## config.mk

```make
export PLATFORM = sky130hd
export DESIGN_NAME = iir_cascade_engine_flat
export DESIGN_NICKNAME = d
export VERILOG_FILES = /design/src/rtl/iir_pkg.sv /design/src/rtl/iir_cascade_engine_if.sv /design/src/rtl/iir_mac.sv /design/src/rtl/iir_cascade_engine.sv /design/src/flat_wrapper.sv
export SDC_FILE = /design/constraint.sdc
export NUM_CORES = 2
export LEC_CHECK = 0
export CAP_MARGIN = 20
export CELL_PAD_IN_SITES_DETAIL_PLACEMENT = 1
export CELL_PAD_IN_SITES_GLOBAL_PLACEMENT = 2
export CORE_MARGIN = 5
export CORE_UTILIZATION = 47
export DETAILED_ROUTE_END_ITERATION = 12
export GPL_ROUTABILITY_DRIVEN = 0
export GPL_TIMING_DRIVEN = 0
export MAX_ROUTING_LAYER = met4
export PLACE_DENSITY_LB_ADDON = 0.1
export REMOVE_ABC_BUFFERS = 1
export SLEW_MARGIN = 20
export SYNTH_ARGS = -nofsm -noshare
export SYNTH_HDL_FRONTEND = slang
export SYNTH_SLANG_ARGS = --single-unit
```

## constraint.sdc

```tcl
create_clock -name clk30x -period 34.6 [get_ports clk30x]
set_input_delay 6.92 -clock clk30x [delete_from_list [all_inputs] [get_ports clk30x]]
set_output_delay 6.92 -clock clk30x [all_outputs]
set_load 0.05 [all_outputs]
```

## src/rtl/iir_pkg.sv

```systemverilog
// Shared definitions for the time-shared cascaded-biquad IIR engine.
//
// Contents:
//   state_t           engine sequencer states (IDLE, MAC, WB, OUT)
//   K_B0..K_A2        coefficient slot within a section (address = s*5 + k)
//   N_COEF_PER_SECT   number of coefficients per biquad section
//   DEF_FRAC          default number of coefficient fractional bits (Q2.14)
//   unity_coef()      pass-through coefficient value (1.0) for a given FRAC
//
// Optional feature macro used by the design: IIR_SATURATE_EN.
package iir_pkg;

    typedef enum logic [1:0] {
        IDLE = 2'd0,
        MAC  = 2'd1,
        WB   = 2'd2,
        OUT  = 2'd3
    } state_t;

    localparam logic [2:0] K_B0 = 3'd0;
    localparam logic [2:0] K_B1 = 3'd1;
    localparam logic [2:0] K_B2 = 3'd2;
    localparam logic [2:0] K_A1 = 3'd3;
    localparam logic [2:0] K_A2 = 3'd4;

    localparam int N_COEF_PER_SECT = 5;
    localparam int DEF_FRAC        = 14;

    // 1.0 in the coefficient fixed-point format; b0 resets to this value.
    function automatic int unity_coef(input int frac);
        return 1 << frac;
    endfunction

endpackage

```

## src/rtl/iir_cascade_engine_if.sv

```systemverilog
// Sample/coefficient bus of the IIR cascade engine.
//
// Signals:
//   xin, in_ch, in_valid / in_ready   sample input handshake
//   clear_state                       zero all filter state (honoured when idle)
//   coef_we, coef_addr, coef_data     coefficient write port (index s*5+k)
//   yout, out_ch, out_valid           filtered sample, one-cycle valid pulse
//
// Modports: master = sample source / controller, slave = the engine.
interface iir_cascade_engine_if #(
    parameter int DATA_W = 16,
    parameter int COEF_W = 16,
    parameter int N_SECT = 4,
    parameter int N_CH   = 2
);
    localparam int CH_W   = (N_CH > 1) ? $clog2(N_CH) : 1;
    localparam int ADDR_W = $clog2(5 * N_SECT);

    logic signed [DATA_W-1:0] xin;
    logic        [CH_W-1:0]   in_ch;
    logic                     in_valid;
    logic                     in_ready;
    logic                     clear_state;
    logic                     coef_we;
    logic        [ADDR_W-1:0] coef_addr;
    logic signed [COEF_W-1:0] coef_data;
    logic signed [DATA_W-1:0] yout;
    logic        [CH_W-1:0]   out_ch;
    logic                     out_valid;

    modport master (
        output xin, in_ch, in_valid, clear_state, coef_we, coef_addr, coef_data,
        input  in_ready, yout, out_ch, out_valid
    );

    modport slave (
        input  xin, in_ch, in_valid, clear_state, coef_we, coef_addr, coef_data,
        output in_ready, yout, out_ch, out_valid
    );

endinterface

```

## src/rtl/iir_mac.sv

```systemverilog
// Multiply-accumulate datapath shared by all sections and channels.
//
// Ports:
//   clk30x, rst   clock and asynchronous active-low reset
//   clear         zero the accumulator (start of a section)
//   en            accumulate one product this cycle
//   sub           subtract the product instead of adding (feedback terms)
//   coef, data    multiplier operands
//   y             rounded, scaled section result taken from the accumulator
//
// IIR_SATURATE_EN defined: y is clamped to the DATA_W range; otherwise it wraps.
module iir_mac #(
    parameter int DATA_W = 16,
    parameter int COEF_W = 16,
    parameter int FRAC   = 14,
    parameter int ACC_W  = DATA_W + COEF_W + 4
) (
    input  logic                     clk30x,
    input  logic                     rst,
    input  logic                     clear,
    input  logic                     en,
    input  logic                     sub,
    input  logic signed [COEF_W-1:0] coef,
    input  logic signed [DATA_W-1:0] data,
    output logic signed [DATA_W-1:0] y
);
    localparam int PROD_W = COEF_W + DATA_W;
    localparam logic signed [ACC_W-1:0] HALF_LSB = {{(ACC_W-FRAC){1'b0}}, 1'b1, {(FRAC-1){1'b0}}};

    logic signed [PROD_W-1:0] prod;
    logic signed [ACC_W-1:0]  prod_ext;
    logic signed [ACC_W-1:0]  acc_q, acc_d;
    logic signed [ACC_W-1:0]  rounded;

    assign prod     = coef * data;
    assign prod_ext = {{(ACC_W-PROD_W){prod[PROD_W-1]}}, prod};

    always_comb begin
        acc_d = acc_q;
        if (clear) begin
            acc_d = '0;
        end else if (en) begin
            acc_d = sub ? (acc_q - prod_ext) : (acc_q + prod_ext);
        end
    end

    always_ff @(posedge clk30x or negedge rst) begin
        if (!rst) begin
            acc_q <= '0;
        end else begin
            acc_q <= acc_d;
        end
    end

    // Round half up, then drop the fractional bits with an arithmetic shift.
    assign rounded = acc_q + HALF_LSB;

`ifdef IIR_SATURATE_EN
    localparam logic signed [ACC_W-1:0] Y_MAX = {{(ACC_W-DATA_W+1){1'b0}}, {(DATA_W-1){1'b1}}};
    localparam logic signed [ACC_W-1:0] Y_MIN = {{(ACC_W-DATA_W+1){1'b1}}, {(DATA_W-1){1'b0}}};
    logic signed [ACC_W-1:0] shifted;

    always_comb begin
        shifted = rounded >>> FRAC;
        if (shifted > Y_MAX) begin
            y = {1'b0, {(DATA_W-1){1'b1}}};
        end else if (shifted < Y_MIN) begin
            y = {1'b1, {(DATA_W-1){1'b0}}};
        end else begin
            y = shifted[DATA_W-1:0];
        end
    end
`else
    assign y = DATA_W'(rounded >>> FRAC);
`endif

endmodule

```

## src/rtl/iir_cascade_engine.sv

```systemverilog
// Time-shared cascaded direct-form-I biquad IIR engine.
//
// One MAC walks N_SECT sections per accepted sample: 5 MAC cycles plus one
// write-back cycle per section, then one OUT cycle that loads the registered
// outputs (out_valid appears 6*N_SECT+1 cycles after the accept edge).
//
// Ports:
//   clk30x   clock, rising edge
//   rst      asynchronous active-low reset
//   bus      iir_cascade_engine_if.slave (sample in/out, clear, coefficient port)
//
// Optional feature macro: IIR_SATURATE_EN (saturate section results in iir_mac).
import iir_pkg::*;

module iir_cascade_engine #(
    parameter int DATA_W = 16,
    parameter int COEF_W = 16,
    parameter int FRAC   = DEF_FRAC,
    parameter int N_SECT = 4,
    parameter int N_CH   = 2,
    parameter int ACC_W  = DATA_W + COEF_W + 4
) (
    input  logic                  clk30x,
    input  logic                  rst,
    iir_cascade_engine_if.slave   bus
);
    localparam int CH_W   = (N_CH > 1) ? $clog2(N_CH) : 1;
    localparam int SECT_W = (N_SECT > 1) ? $clog2(N_SECT) : 1;
    localparam int N_COEF = N_COEF_PER_SECT * N_SECT;
    localparam int ADDR_W = $clog2(N_COEF);
    localparam logic [ADDR_W-1:0]     N_COEF_A  = ADDR_W'(N_COEF);
    localparam logic [SECT_W-1:0]     LAST_SECT = SECT_W'(N_SECT - 1);
    localparam logic signed [COEF_W-1:0] UNITY  = COEF_W'(unity_coef(FRAC));

    state_t                   state_q, state_d;
    logic        [2:0]        k_q, k_d;
    logic        [SECT_W-1:0] s_q, s_d;
    logic        [CH_W-1:0]   ch_q, ch_d;
    logic signed [DATA_W-1:0] x_q, x_d;
    logic                     idle_q, idle_d;
    logic signed [DATA_W-1:0] yout_q, yout_d;
    logic        [CH_W-1:0]   out_ch_q, out_ch_d;
    logic                     out_valid_q, out_valid_d;

    logic signed [COEF_W-1:0] coef_q [N_COEF];
    logic signed [COEF_W-1:0] coef_d [N_COEF];
    logic signed [DATA_W-1:0] x1_q [N_CH][N_SECT];
    logic signed [DATA_W-1:0] x1_d [N_CH][N_SECT];
    logic signed [DATA_W-1:0] x2_q [N_CH][N_SECT];
    logic signed [DATA_W-1:0] x2_d [N_CH][N_SECT];
    logic signed [DATA_W-1:0] y1_q [N_CH][N_SECT];
    logic signed [DATA_W-1:0] y1_d [N_CH][N_SECT];
    logic signed [DATA_W-1:0] y2_q [N_CH][N_SECT];
    logic signed [DATA_W-1:0] y2_d [N_CH][N_SECT];

    logic                     mac_clear, mac_en, mac_sub;
    logic signed [COEF_W-1:0] mac_coef;
    logic signed [DATA_W-1:0] mac_data;
    logic signed [DATA_W-1:0] y_wb;
    logic        [ADDR_W-1:0] cidx;
    logic        [CH_W-1:0]   in_ch_ok;
    logic                     accept;

    // Out-of-range channel numbers fall back to channel 0; only needed when
    // the channel field can encode more values than there are channels.
    if ((1 << CH_W) > N_CH) begin : g_ch_clip
        assign in_ch_ok = (bus.in_ch < CH_W'(N_CH)) ? bus.in_ch : '0;
    end else begin : g_ch_pass
        assign in_ch_ok = bus.in_ch;
    end

    // clear_state wins over a sample offered in the same idle cycle.
    assign bus.in_ready  = idle_q & ~bus.clear_state;
    assign accept        = bus.in_valid & bus.in_ready;
    assign bus.yout      = yout_q;
    assign bus.out_ch    = out_ch_q;
    assign bus.out_valid = out_valid_q;

    // Operand select for the current tap; feedback taps are subtracted.
    assign cidx     = ADDR_W'(N_COEF_PER_SECT * int'(s_q) + int'(k_q));
    assign mac_coef = coef_q[cidx];

    always_comb begin
        mac_sub  = 1'b0;
        mac_data = x_q;
        case (k_q)
            K_B1:    mac_data = x1_q[ch_q][s_q];
            K_B2:    mac_data = x2_q[ch_q][s_q];
            K_A1: begin
                mac_data = y1_q[ch_q][s_q];
                mac_sub  = 1'b1;
            end
            K_A2: begin
                mac_data = y2_q[ch_q][s_q];
                mac_sub  = 1'b1;
            end
            default: mac_data = x_q;
        endcase
    end

    iir_mac #(
        .DATA_W (DATA_W),
        .COEF_W (COEF_W),
        .FRAC   (FRAC),
        .ACC_W  (ACC_W)
    ) u_mac (
        .clk30x (clk30x),
        .rst    (rst),
        .clear  (mac_clear),
        .en     (mac_en),
        .sub    (mac_sub),
        .coef   (mac_coef),
        .data   (mac_data),
        .y      (y_wb)
    );

    // Sequencer: x_q carries the current section input and, after the last
    // write-back, the final result that OUT copies to yout.
    always_comb begin
        state_d     = state_q;
        k_d         = k_q;
        s_d         = s_q;
        ch_d        = ch_q;
        x_d         = x_q;
        idle_d      = idle_q;
        yout_d      = yout_q;
        out_ch_d    = out_ch_q;
        out_valid_d = 1'b0;
        coef_d      = coef_q;
        x1_d        = x1_q;
        x2_d        = x2_q;
        y1_d        = y1_q;
        y2_d        = y2_q;
        mac_clear   = 1'b0;
        mac_en      = 1'b0;

        // Coefficients only change between samples.
        if (idle_q && bus.coef_we && (bus.coef_addr < N_COEF_A)) begin
            coef_d[bus.coef_addr] = bus.coef_data;
        end

        case (state_q)
            IDLE: begin
                if (bus.clear_state) begin
                    for (int c = 0; c < N_CH; c++) begin
                        for (int s = 0; s < N_SECT; s++) begin
                            x1_d[c][s] = '0;
                            x2_d[c][s] = '0;
                            y1_d[c][s] = '0;
                            y2_d[c][s] = '0;
                        end
                    end
                end else if (accept) begin
                    x_d       = bus.xin;
                    ch_d      = in_ch_ok;
                    s_d       = '0;
                    k_d       = K_B0;
                    mac_clear = 1'b1;
                    idle_d    = 1'b0;
                    state_d   = MAC;
                end
            end
            MAC: begin
                mac_en = 1'b1;
                if (k_q == K_A2) begin
                    k_d     = K_B0;
                    state_d = WB;
                end else begin
                    k_d = k_q + 3'd1;
                end
            end
            WB: begin
                x2_d[ch_q][s_q] = x1_q[ch_q][s_q];
                x1_d[ch_q][s_q] = x_q;
                y2_d[ch_q][s_q] = y1_q[ch_q][s_q];
                y1_d[ch_q][s_q] = y_wb;
                x_d             = y_wb;
                mac_clear       = 1'b1;
                if (s_q == LAST_SECT) begin
                    state_d = OUT;
                end else begin
                    s_d     = s_q + 1'b1;
                    state_d = MAC;
                end
            end
            OUT: begin
                yout_d      = x_q;
                out_ch_d    = ch_q;
                out_valid_d = 1'b1;
                idle_d      = 1'b1;
                state_d     = IDLE;
            end
            default: state_d = IDLE;
        endcase
    end

    // Reset aborts any sample in flight and restores pass-through coefficients.
    always_ff @(posedge clk30x or negedge rst) begin
        if (!rst) begin
            state_q     <= IDLE;
            k_q         <= '0;
            s_q         <= '0;
            ch_q        <= '0;
            x_q         <= '0;
            idle_q      <= 1'b1;
            yout_q      <= '0;
            out_ch_q    <= '0;
            out_valid_q <= 1'b0;
            for (int i = 0; i < N_COEF; i++) begin
                coef_q[i] <= ((i % N_COEF_PER_SECT) == int'(K_B0)) ? UNITY : '0;
            end
            for (int c = 0; c < N_CH; c++) begin
                for (int s = 0; s < N_SECT; s++) begin
                    x1_q[c][s] <= '0;
                    x2_q[c][s] <= '0;
                    y1_q[c][s] <= '0;
                    y2_q[c][s] <= '0;
                end
            end
        end else begin
            state_q     <= state_d;
            k_q         <= k_d;
            s_q         <= s_d;
            ch_q        <= ch_d;
            x_q         <= x_d;
            idle_q      <= idle_d;
            yout_q      <= yout_d;
            out_ch_q    <= out_ch_d;
            out_valid_q <= out_valid_d;
            coef_q      <= coef_d;
            x1_q        <= x1_d;
            x2_q        <= x2_d;
            y1_q        <= y1_d;
            y2_q        <= y2_d;
        end
    end

endmodule

```

## src/flat_wrapper.sv

```systemverilog
// flat-port wrapper written by rule: the top's interface ports become plain ports
module iir_cascade_engine_flat 
#(
    parameter int DATA_W = 16,
    parameter int COEF_W = 16,
    parameter int FRAC   = DEF_FRAC,
    parameter int N_SECT = 4,
    parameter int N_CH   = 2,
    parameter int ACC_W  = DATA_W + COEF_W + 4
)
  (clk30x, rst, bus_xin, bus_in_ch, bus_in_valid, bus_clear_state, bus_coef_we, bus_coef_addr, bus_coef_data, bus_in_ready, bus_yout, bus_out_ch, bus_out_valid);
  iir_cascade_engine_if #(.DATA_W(DATA_W), .COEF_W(COEF_W), .N_SECT(N_SECT), .N_CH(N_CH)) bus_i ();
  input  logic clk30x;
  input  logic rst;
  input wire logic [$bits(bus_i.xin)-1:0] bus_xin;
  input wire logic [$bits(bus_i.in_ch)-1:0] bus_in_ch;
  input wire logic [$bits(bus_i.in_valid)-1:0] bus_in_valid;
  input wire logic [$bits(bus_i.clear_state)-1:0] bus_clear_state;
  input wire logic [$bits(bus_i.coef_we)-1:0] bus_coef_we;
  input wire logic [$bits(bus_i.coef_addr)-1:0] bus_coef_addr;
  input wire logic [$bits(bus_i.coef_data)-1:0] bus_coef_data;
  output wire logic [$bits(bus_i.in_ready)-1:0] bus_in_ready;
  output wire logic [$bits(bus_i.yout)-1:0] bus_yout;
  output wire logic [$bits(bus_i.out_ch)-1:0] bus_out_ch;
  output wire logic [$bits(bus_i.out_valid)-1:0] bus_out_valid;
  assign bus_i.xin = bus_xin;
  assign bus_i.in_ch = bus_in_ch;
  assign bus_i.in_valid = bus_in_valid;
  assign bus_i.clear_state = bus_clear_state;
  assign bus_i.coef_we = bus_coef_we;
  assign bus_i.coef_addr = bus_coef_addr;
  assign bus_i.coef_data = bus_coef_data;
  assign bus_in_ready = bus_i.in_ready;
  assign bus_yout = bus_i.yout;
  assign bus_out_ch = bus_i.out_ch;
  assign bus_out_valid = bus_i.out_valid;
  iir_cascade_engine #(.DATA_W(DATA_W), .COEF_W(COEF_W), .FRAC(FRAC), .N_SECT(N_SECT), .N_CH(N_CH), .ACC_W(ACC_W)) u_core (.clk30x(clk30x), .rst(rst), .bus(bus_i));
endmodule
```

==> metrics <==
Largest stage delay, worst path 830 ps; clk sinks 905; Hold Vio Cnt, Final 0; HPWL after detailed placement 108 mm; num rows 122; worst-path maximum fanout 3; final setup violation count 0; Pre-antenna DRT Iters 7; worst hold margin 475 ps; status finished clean; Clock Path Buffers 3; Hold Buf Count CTS 0; Post-synth EDFFs 0; Max-cap violations 0; Buf/Inv on CP 2; Area Overhead vs Synth 12.1%; nets 5107; clock buffer count from CTS 100; crit path max-delay cell type clkdlybuf4s50_1; yosys warns 0; largest net degree at the start of global routing 133; DR iter-0 viols 2188; Total Wirelength 160 mm; Clk Latency, worst-skew pair 720 ps; share of layout cells above drive strength 1 19.0%; PnR worst setup slack 19170 ps; top-level I/O count 62; DIE AREA 0.119 mm^2; minimum clock period after layout 15430 ps; via/cell ratio 5.95; Critical path destination bus_in_ready; Reg2Reg Depth 42; fmax 0.0648 GHz; Overall Global Routing Usage 28.4%; Worst setup SP type primary input; CTS tree done; htree depth 3; Slew @ Worst Pin 1210 ps; Initial Util 47.5%; Final Max Slew Viols 0; Min-Delay Path Class reg2reg; Avg Cell Area, Syn 11.0 um^2; Mapped Area 0.0527 mm^2; Worst path depth 3; initial antenna violation count 5; asr flop ratio synth 100%; fraction of the yosys area taken by sequential cells 43.0%; post-route ant nets 0; kind of critical path in2out; CP cell instances clkdlybuf4s50_1 > nor2b_1 > clkdlybuf4s50_1; routed vias 37200; Fin Clk Skew 47.5 ps; Die H 345 um; worst path required time 27680 ps; Critical R2R Capture u_core.u_mac.acc_q[29]; Setup WS pre-CTS 19180 ps; FF-to-FF Start u_core.s_q[0]; number of global-route vias before repair 40600; Gate Count Post-Synth 4784; Avg WL per Cell 25.6 um; cell mode on critical path clkdlybuf4s50_1; Seq cells post-synth 905; global-route wire length before repair 251 mm; Hold Path Origin u_core.y1_q[73]; Slew HR 19.6%; Netlist cell types 83; Finished Layout Cells 6257; RSZ-0062 raised after global routing false; root buffer cell clkbuf_16; CP delay by family, top buffers and inverters; internal reg-to-reg setup slack 21640 ps; Setup Fix Bufs, Post-CTS 0; core area 0.111 mm^2; grt total ovfl 0; Final period util 44.6%; Worst-path clk slew 60 ps; critical path capture point type output port; CTS-repair resized insts 0; Critical Path Source bus_clear_state; die width 345 um; DRC viols 0; setup TNS 0 ps; ys flop type dfrtp_1; Worst Path Arrival 8510 ps; Cells after DPL 6072; Port-buffer cells 61; WHS Path Cells 2
==> per-layer routing <==
metal	track usage, %	part of all wire [%]	vias up
met5	-	0	-
met4	8.97	3.6	0
met3	3.56	4.1	247
met2	46.7	49	708
met1	37.3	43	19900
li1	-	-	16400
==> state kept, by name (all words and copies together) (netlist names), 2 cells and up <==
register            count
u_core.bus.yout        16
u_core.coef_q         320
u_core.k_q              3
u_core.s_q              2
u_core.state_q          2
u_core.u_mac.acc_q     30
u_core.x1_q           128
u_core.x2_q           128
u_core.x_q             16
u_core.y1_q           128
u_core.y2_q           128
==> cells by family after synthesis <==
| logic type | Yosys count | synth area share (%) |
|---|---|---|
| xor+xnor | 99 | 1.72 |
| mux | 626 | 17.8 |
| compound gates | 720 | 7.87 |
| buf+inv | 657 | 4.97 |
| fa+ha+maj | 375 | 12.5 |
| flops | 905 | 43.0 |
| simple gates | 1402 | 12.2 |
==> through the flow <==
step                utilization (%)  area, um^2
detailed placement             50.0       55500
CTS                            53.1       59000
floorplan                         -       51300
global placement               48.4       53700
global route                   53.2       59000
finish                         53.2       59000
==> cell usage after synthesis (45+ instances only) <==
library cell / number / share of area (%)
buf_2: 45 / 0.43
dfrtp_1: 900 / 43
nand3_1: 420 / 4.0
clkbuf_1: 234 / 1.7
xnor2_1: 58 / 0.96
nand2_1: 573 / 4.1
mux2_2: 344 / 7.4
nor2_1: 187 / 1.3
a21oi_1: 84 / 0.80
inv_1: 322 / 2.3
o21ai_0: 440 / 4.2
nand2b_1: 50 / 0.59
ha_1: 125 / 3.0
mux2i_1: 68 / 1.3
mux4_2: 202 / 8.6
fa_1: 250 / 9.5
==> worst min-delay path by stage <==
stage,to,slack [ps]
6_report,u_core.y1_q[73],470
5_1_grt,u_core.y1_q[76],490
4_1_cts,u_core.y1_q[76],480
3_5_place_dp,u_core.y1_q[76],460
3_3_place_gp,u_core.y1_q[62],450
2_1_floorplan,u_core.y1_q[110],440
==> tightest hold or removal path, stage by stage (launching register included) <==
cell,delay [ps]
dfrtp_1,340
nand2_1,50
o21ai_0,60
==> layout by cell type, fill, tap and decap left out, types with 11 or more instances in the layout <==
| cell | count |
|---|---|
| dfrtp_1 | 897 |
| nand2_1 | 563 |
| o21ai_0 | 440 |
| nand3_1 | 416 |
| mux2_2 | 344 |
| inv_1 | 322 |
| fa_1 | 249 |
| mux4_2 | 202 |
| nor2_1 | 177 |
| ha_1 | 123 |
| clkbuf_16 | 101 |
| a21oi_1 | 83 |
| clkdlybuf4s50_1 | 60 |
| xnor2_1 | 57 |
| mux2i_1 | 53 |
| nand2b_1 | 49 |
| xor2_1 | 37 |
| nor3_1 | 36 |
| a21o_1 | 33 |
| o22ai_1 | 30 |
| or3_1 | 30 |
| clkbuf_8 | 30 |
| buf_16 | 27 |
| mux2i_2 | 19 |
| clkbuf_1 | 19 |
| buf_12 | 17 |
| nor2b_1 | 16 |
| buf_6 | 16 |
| and3_1 | 14 |
| clkinv_2 | 12 |
| a22o_1 | 11 |
| nand4_1 | 11 |
==> area by class of cell <==
type | count | area (um^2)
Fill cell | 11600 | 51900
Multi-Input combinational cell | 3222 | 27800
Sequential cell | 905 | 22700
Clock buffer | 150 | 3010
Timing Repair Buffer | 136 | 2030
Tap cell | 1488 | 1860
Inverter | 324 | 1220
Clock inverter | 30 | 484
Antenna cell | 2 | 5.00
Power is left out: the tool's default activity adds up to more than one toggle a clock period on the data nets, which glitch-free logic cannot reach.
